`config.mk`:
```
export PLATFORM = sky130hd
export DESIGN_NAME = aes_ctr_stream
export DESIGN_NICKNAME = d
export VERILOG_FILES = /design/src/rtl/aes_ctr_stream.sv
export SDC_FILE = /design/constraint.sdc
export NUM_CORES = 2
export LEC_CHECK = 0
export BUFFER_PORTS_ARGS = -buffer_cell sky130_fd_sc_hd__buf_4
export CORE_UTILIZATION = 61
export DETAILED_ROUTE_END_ITERATION = 10
export GPL_TIMING_DRIVEN = 0
export PLACE_DENSITY_LB_ADDON = 0.15
export SLEW_MARGIN = 20
export SYNTH_ARGS = -nofsm -noshare
export SYNTH_HDL_FRONTEND = slang
export SYNTH_SLANG_ARGS = --single-unit
export TNS_END_PERCENT = 5
```
`constraint.sdc`:
```
create_clock -name clk -period 42.3 [get_ports clk]
set_input_delay 2.115 -clock clk [delete_from_list [all_inputs] [get_ports clk]]
set_output_delay 2.115 -clock clk [all_outputs]
set_load 0.05 [all_outputs]
```
`src/rtl/aes_ctr_stream.sv`:
```
`default_nettype none
// ============================================================================
// Module      : aes_ctr_stream
// Description : AES-CTR streaming wrapper. Issues counter blocks to an
//               external fixed-latency AES encrypt pipeline, queues the
//               matching input data, XORs returned keystream with it and
//               presents results through a first-word-fall-through FIFO.
//               Credit-based flow control bounds total occupancy; flush
//               drops in-flight keystream returns.
// Revision    : 1.0 - initial release
// ============================================================================
module aes_ctr_stream #(
    parameter int DEPTH     = 8,
    parameter int CTR_WIDTH = 128
) (
    input  logic                     clk,
    input  logic                     rst,
    input  logic                     in_valid,
    output logic                     in_ready,
    input  logic [127:0]             in_block,
    output logic                     out_valid,
    input  logic                     out_ready,
    output logic [127:0]             out_block,
    input  logic                     ctr_load,
    input  logic [127:0]             ctr_in,
    input  logic                     flush,
    output logic                     cipher_in_valid,
    output logic [127:0]             cipher_in_block,
    input  logic                     cipher_out_valid,
    input  logic [127:0]             cipher_out_block,
    output logic [$clog2(DEPTH):0]   count,
    output logic                     err
);

    localparam int AW = $clog2(DEPTH);
    localparam logic [AW:0]   DEPTH_C  = (AW+1)'(DEPTH);
    // Bits of the counter that take part in the increment; upper bits hold.
    localparam logic [127:0]  CTR_MASK = {128{1'b1}} >> (128 - CTR_WIDTH);

    logic [127:0]  ctr_reg;
    logic          init_done;
    logic [AW:0]   credits;
    logic [AW:0]   outstanding;
    logic [AW:0]   drop_cnt;

    logic [127:0]  dq_mem [DEPTH];
    logic [AW-1:0] dq_wr, dq_rd;
    logic [AW:0]   dq_cnt;

    logic [127:0]  of_mem [DEPTH];
    logic [AW-1:0] of_wr, of_rd;
    logic [AW:0]   of_cnt;

    logic          accept;
    logic          ret_live;
    logic          ret_any;
    logic          dq_pop;
    logic          ret_err;
    logic          of_pop;
    logic [127:0]  ctr_next;

    assign in_ready = !rst && init_done && (credits < DEPTH_C) && !ctr_load
                      && !flush && (drop_cnt == '0);
    assign accept   = in_valid && in_ready;

    assign cipher_in_valid = accept;
    assign cipher_in_block = ctr_reg;

    // A return is "live" only when it is not being discarded after a flush.
    assign ret_live = cipher_out_valid && (drop_cnt == '0);
    // Stray returns (nothing outstanding) must not underflow the tracker.
    assign ret_any  = cipher_out_valid && (outstanding != '0);
    assign dq_pop   = ret_live && (dq_cnt != '0);
    assign ret_err  = ret_live && (dq_cnt == '0);

    assign out_valid = (of_cnt != '0);
    assign out_block = of_mem[of_rd];
    assign of_pop    = out_valid && out_ready;
    assign count     = credits;

    assign ctr_next = (ctr_reg & ~CTR_MASK) | ((ctr_reg + 128'd1) & CTR_MASK);

    // Counter register: load has priority; load and accept never coincide.
    always_ff @(posedge clk) begin
        if (rst)           ctr_reg <= '0;
        else if (ctr_load) ctr_reg <= ctr_in;
        else if (accept)   ctr_reg <= ctr_next;
    end

    // Holds in_ready low for the first cycle after reset is released.
    always_ff @(posedge clk) begin
        if (rst) init_done <= 1'b0;
        else     init_done <= 1'b1;
    end

    // Credits: taken on accept, returned when the result leaves the FIFO.
    always_ff @(posedge clk) begin
        if (rst || flush)          credits <= '0;
        else if (accept && !of_pop) credits <= credits + 1'b1;
        else if (!accept && of_pop) credits <= credits - 1'b1;
    end

    // Issued-but-unreturned tracking and post-flush discard counter.
    always_ff @(posedge clk) begin
        if (rst) begin
            outstanding <= '0;
            drop_cnt    <= '0;
        end else begin
            if (accept && !ret_any)      outstanding <= outstanding + 1'b1;
            else if (!accept && ret_any) outstanding <= outstanding - 1'b1;
            // A return coincident with flush counts as already returned.
            if (flush)
                drop_cnt <= outstanding - {{AW{1'b0}}, ret_any};
            else if (cipher_out_valid && drop_cnt != '0)
                drop_cnt <= drop_cnt - 1'b1;
        end
    end

    // Data queue storage: plaintext/ciphertext waiting for keystream.
    always_ff @(posedge clk) begin
        if (accept) dq_mem[dq_wr] <= in_block;
    end

    // Data queue pointers.
    always_ff @(posedge clk) begin
        if (rst || flush) begin
            dq_wr  <= '0;
            dq_rd  <= '0;
            dq_cnt <= '0;
        end else begin
            if (accept) dq_wr <= dq_wr + 1'b1;
            if (dq_pop) dq_rd <= dq_rd + 1'b1;
            if (accept && !dq_pop)      dq_cnt <= dq_cnt + 1'b1;
            else if (!accept && dq_pop) dq_cnt <= dq_cnt - 1'b1;
        end
    end

    // Output FIFO storage: XOR result registered on keystream return.
    always_ff @(posedge clk) begin
        if (dq_pop) of_mem[of_wr] <= dq_mem[dq_rd] ^ cipher_out_block;
    end

    // Output FIFO pointers; credits guarantee it never overflows.
    always_ff @(posedge clk) begin
        if (rst || flush) begin
            of_wr  <= '0;
            of_rd  <= '0;
            of_cnt <= '0;
        end else begin
            if (dq_pop) of_wr <= of_wr + 1'b1;
            if (of_pop) of_rd <= of_rd + 1'b1;
            if (dq_pop && !of_pop)      of_cnt <= of_cnt + 1'b1;
            else if (!dq_pop && of_pop) of_cnt <= of_cnt - 1'b1;
        end
    end

    // Sticky error on a keystream return with no matching data.
    always_ff @(posedge clk) begin
        if (rst)          err <= 1'b0;
        else if (ret_err) err <= 1'b1;
    end

endmodule
`default_nettype wire

```
==> flow_summary_export.csv <==
group,metric,value,unit
outcome,status,"complete, no violations",
placed_design,io_buffers,652,
global_route,overflow,0,
die,die_x,382.3,um
logic_synthesis,yosysWarnings,0,
finish,finish.instance_area,105300,um2
clocking,cts_buffer_depth,3,
timing,finalMaxSlewViolations,0,
finish,num-fill-cells,8471,
critical_path,cpMostUsedCell,"clkbuf_1",
die,rows,139,
placed_design,place_inst,7390,
logic_synthesis,async_flop_share,0,%
finish,fin_nets,6122,
critical_path,crit_path_end_kind,"output port",
clocking,worstSkewPairLatency,0.85,ns
global_route,met3_usage,8.215,%
power_and_ir_drop,p_clk_share,40.9,%
finish,utilization,73.38,%
clocking,holdBufCountCts,0,
logic_synthesis,ys_ff_latch,2216,
die,dieArea,146200,um2
critical_path,worst-path-max-fanout,13,
power_and_ir_drop,seq_power_share,54.1,%
placed_design,gp_congestion,1.040,
logic_synthesis,netlist_instances,4497,
timing,final.period_utilization,19.21,%
timing,fmax,0.1230,GHz
detailed_routing,ant_nets,0,
clocking,cts-root-buf,"clkbuf_16",
logic_synthesis,synth-seq-area-share,73.52,%
clocking,cts_resized,0,
critical_path,max_stage_delay,0.79,ns
clocking,cts_tree,"built",
power_and_ir_drop,p_comb_share,4.9,%
logic_synthesis,synthesis.area,88230,um2
logic_synthesis,synth_edf_count,2048,
flow_run,timing.max_cap.violations,0,
finish,fin_cells,7809,
critical_path,arrival,6.01,ns
critical_path,cp-start-kind,"input port",
logic_synthesis,synth_fp_nets,4913,
power_and_ir_drop,p_sw,981.0,uW
die,die_h,382.3,um
clocking,htree_levels,4,
finish,post_route_cells_drive_above_1_share,34.39,%
clocking,clkTransAtPathRegs,0.06,ns
logic_synthesis,synth_cell_types,81,
global_route,busiest_layer,"met2",
timing,fin_tns_setup,0,ns
clocking,clock-sinks,2216,
die,start_util,61.49,%
placed_design,placed_area,98440,um2
timing,rsz0062_at_grt,"no",
global_route,grt_max_degree,20,
global_route,first_global_vias,50223,
global_route,track_usage,34.29,%
power_and_ir_drop,ir_drop,38.20,uV
timing,tightestPinTransition,1.237,ns
timing,hold_viol,0,
detailed_routing,vias,50833,
die,coreArea,143500,um2
timing,fin_skew,0.04344,ns
logic_synthesis,synth_ff_type,"edfxtp_1",
timing,hold_slack,0.4930,ns
placed_design,place_hpwl,177.7,mm
global_route,grt.met1_usage,46.87,%
timing,slew_headroom,16.87,%
timing,fin_crit,8.128,ns
power_and_ir_drop,p_int,3.518,mW
critical_path,crit_type,"input port to output port",
detailed_routing,routedWlPerCell,32.04,um
power_and_ir_drop,cellLeakagePower,34.08,nW
detailed_routing,route.detailed.drc,0,
detailed_routing,firstDrtPassIters,6,
critical_path,required,40.18,ns
timing,finalSetupViolCount,0,
global_route,grt_pass1_wl,354.5,mm
die,io_pins,655,
global_route,grt_util_met2,53.80,%
logic_synthesis,avgSynthCellArea,19.62,um2
finish,syn2layout_area_growth,19.33,%
worst_hold_path,holdCritPathClass,"register to register",
power_and_ir_drop,power.density,42.73,nW/um2
detailed_routing,vias_per_cell,6.510,
clocking,cts_made_buffers,215,
detailed_routing,routed_wirelength,250.2,mm
global_route,grt_antenna_before_repair,40,
power_and_ir_drop,p_sw_share,21.80,%
critical_path,ff2ff_setup_slack,36.10,ns
detailed_routing,drtIter0Drc,5776,
critical_path,critPathSlowestCell,"clkbuf_1",
critical_path,worstPathCellList,"clkbuf_1 > nor3b_1 > nand4_1 > inv_2 > buf_2 > clkbuf_1 > clkbuf_2 > buf_4",
clocking,postCtsSetupBuffers,0,
kinds of logic (layout without fill, tap and decap cells):
kind of cell / after synthesis / count (layout) / share of synthesized area (%)
xor gates and xnor gates: 188 / 188 / 1.866
AOI/OAI and AO/OA: 296 / 296 / 2.154
other: 0 / 21 / 0
buffers and inverters: 259 / 1647 / 1.113
and+or+nand+nor: 714 / 714 / 4.442
adders and majority gates: 25 / 25 / 0.3886
DFF: 2216 / 2216 / 73.52
muxes: 799 / 799 / 16.52
per-stage QoR:
step / power (mW) / setup slack [ns]
finish: 4.499 / 34.17
global route: 4.606 / 34.24
CTS: 4.510 / 34.50
detailed placement: 2.700 / 34.51
global placement: 2.698 / 7.737
floorplan: 2.597 / 24.82
final cells by class:
cell class | instances | area, um2 | area share [%]
sequential | 2216 | 64860 | 61.61
multi-input combinational | 2022 | 22480 | 21.35
timing repair buffer | 992 | 7742 | 7.354
clock buffer | 278 | 5688 | 5.403
tap | 1903 | 2381 | 2.262
clock inverter | 118 | 1059 | 1.005
buffer | 225 | 888.4 | 0.8438
inverter | 34 | 127.6 | 0.1212
antenna | 21 | 52.55 | 0.04991
layout by cell type (no fill, tap or decap), types with 18 or more instances in the layout:
master     count
dfxtp_1      168
buf_2         91
xnor2_1      168
a211oi_1      20
buf_4        846
nand2_1      144
buf_6         38
clkinv_1      48
nor2_1       131
clkbuf_2      26
or3_1         18
and3_1        21
a22oi_1       35
xor2_1        20
inv_1         31
a31oi_1       24
clkbuf_1     183
mux2i_1      150
o21ai_0       62
clkbuf_16    216
buf_1         64
ha_1          21
mux2_2       137
diode_2       21
buf_12        20
nor4_1        67
a21oi_1       78
nand3_1       78
mux4_2       512
clkinv_2      35
edfxtp_1    2048
nor3_1        51
nand4_1       83
path summary, 6_finish.rpt:
check              start              end  cells past startpoint
min            dq_cnt[3]        dq_cnt[3]                      2
min reg2reg    dq_cnt[3]        dq_cnt[3]                      2
max reg2reg  drop_cnt[0]    dq_mem[2][98]                     14
max             ctr_load  cipher_in_valid                      8
Yosys cell counts (all sizes together) (8+ instances only):
cell type / n / share of area, %
nor3: 60 / 0.36
o21ai: 64 / 0.36
nor2: 134 / 0.57
ha: 21 / 0.30
edfxtp: 2048 / 70
o31a: 8 / 0.079
a22oi: 35 / 0.30
buf: 83 / 0.36
mux2i: 150 / 1.7
and3: 21 / 0.15
mux4: 512 / 13
a211oi: 20 / 0.17
or4: 16 / 0.14
a31oi: 24 / 0.17
a21oi: 78 / 0.44
and4: 11 / 0.11
mux2: 137 / 1.7
nand3: 81 / 0.49
or3: 20 / 0.15
nand4: 89 / 0.69
xor2: 20 / 0.20
and2: 15 / 0.11
inv: 33 / 0.14
nand2: 144 / 0.61
a21o: 13 / 0.11
xnor2: 168 / 1.7
dfxtp: 168 / 3.8
nor4: 80 / 0.67
clkbuf: 142 / 0.61
nor3b: 14 / 0.13
power by group through the flow:
stage,clock network (mW),registers [mW],logic (mW)
floorplan,0,2.50,0.0934
global placement,0,2.49,0.213
detailed placement,0,2.48,0.220
CTS,1.86,2.43,0.220
global route,1.93,2.44,0.236
finish,1.84,2.44,0.222
sequential cells by signal, summed over array words and instances (netlist names), 4 cells and up, named ones only:
signal and count:
count 4, drop_cnt 4, of_cnt 4, dq_cnt 4
of_mem 1024, cipher_in_block 128, outstanding 4, dq_mem 1024
layer usage:
metal	share of wire (%)	wire, um
met5	0.10	253
met3	9.9	24760
met1	38	94710
met2	48	120300
met4	4.1	10190
critical path, delay by kind of cell:
| kind | cells | cell delay (ns) |
|---|---|---|
| buffers and inverters | 6 | 2.89 |
| and+or+nand+nor | 2 | 0.96 |
(Power assumes the default switching activity.)
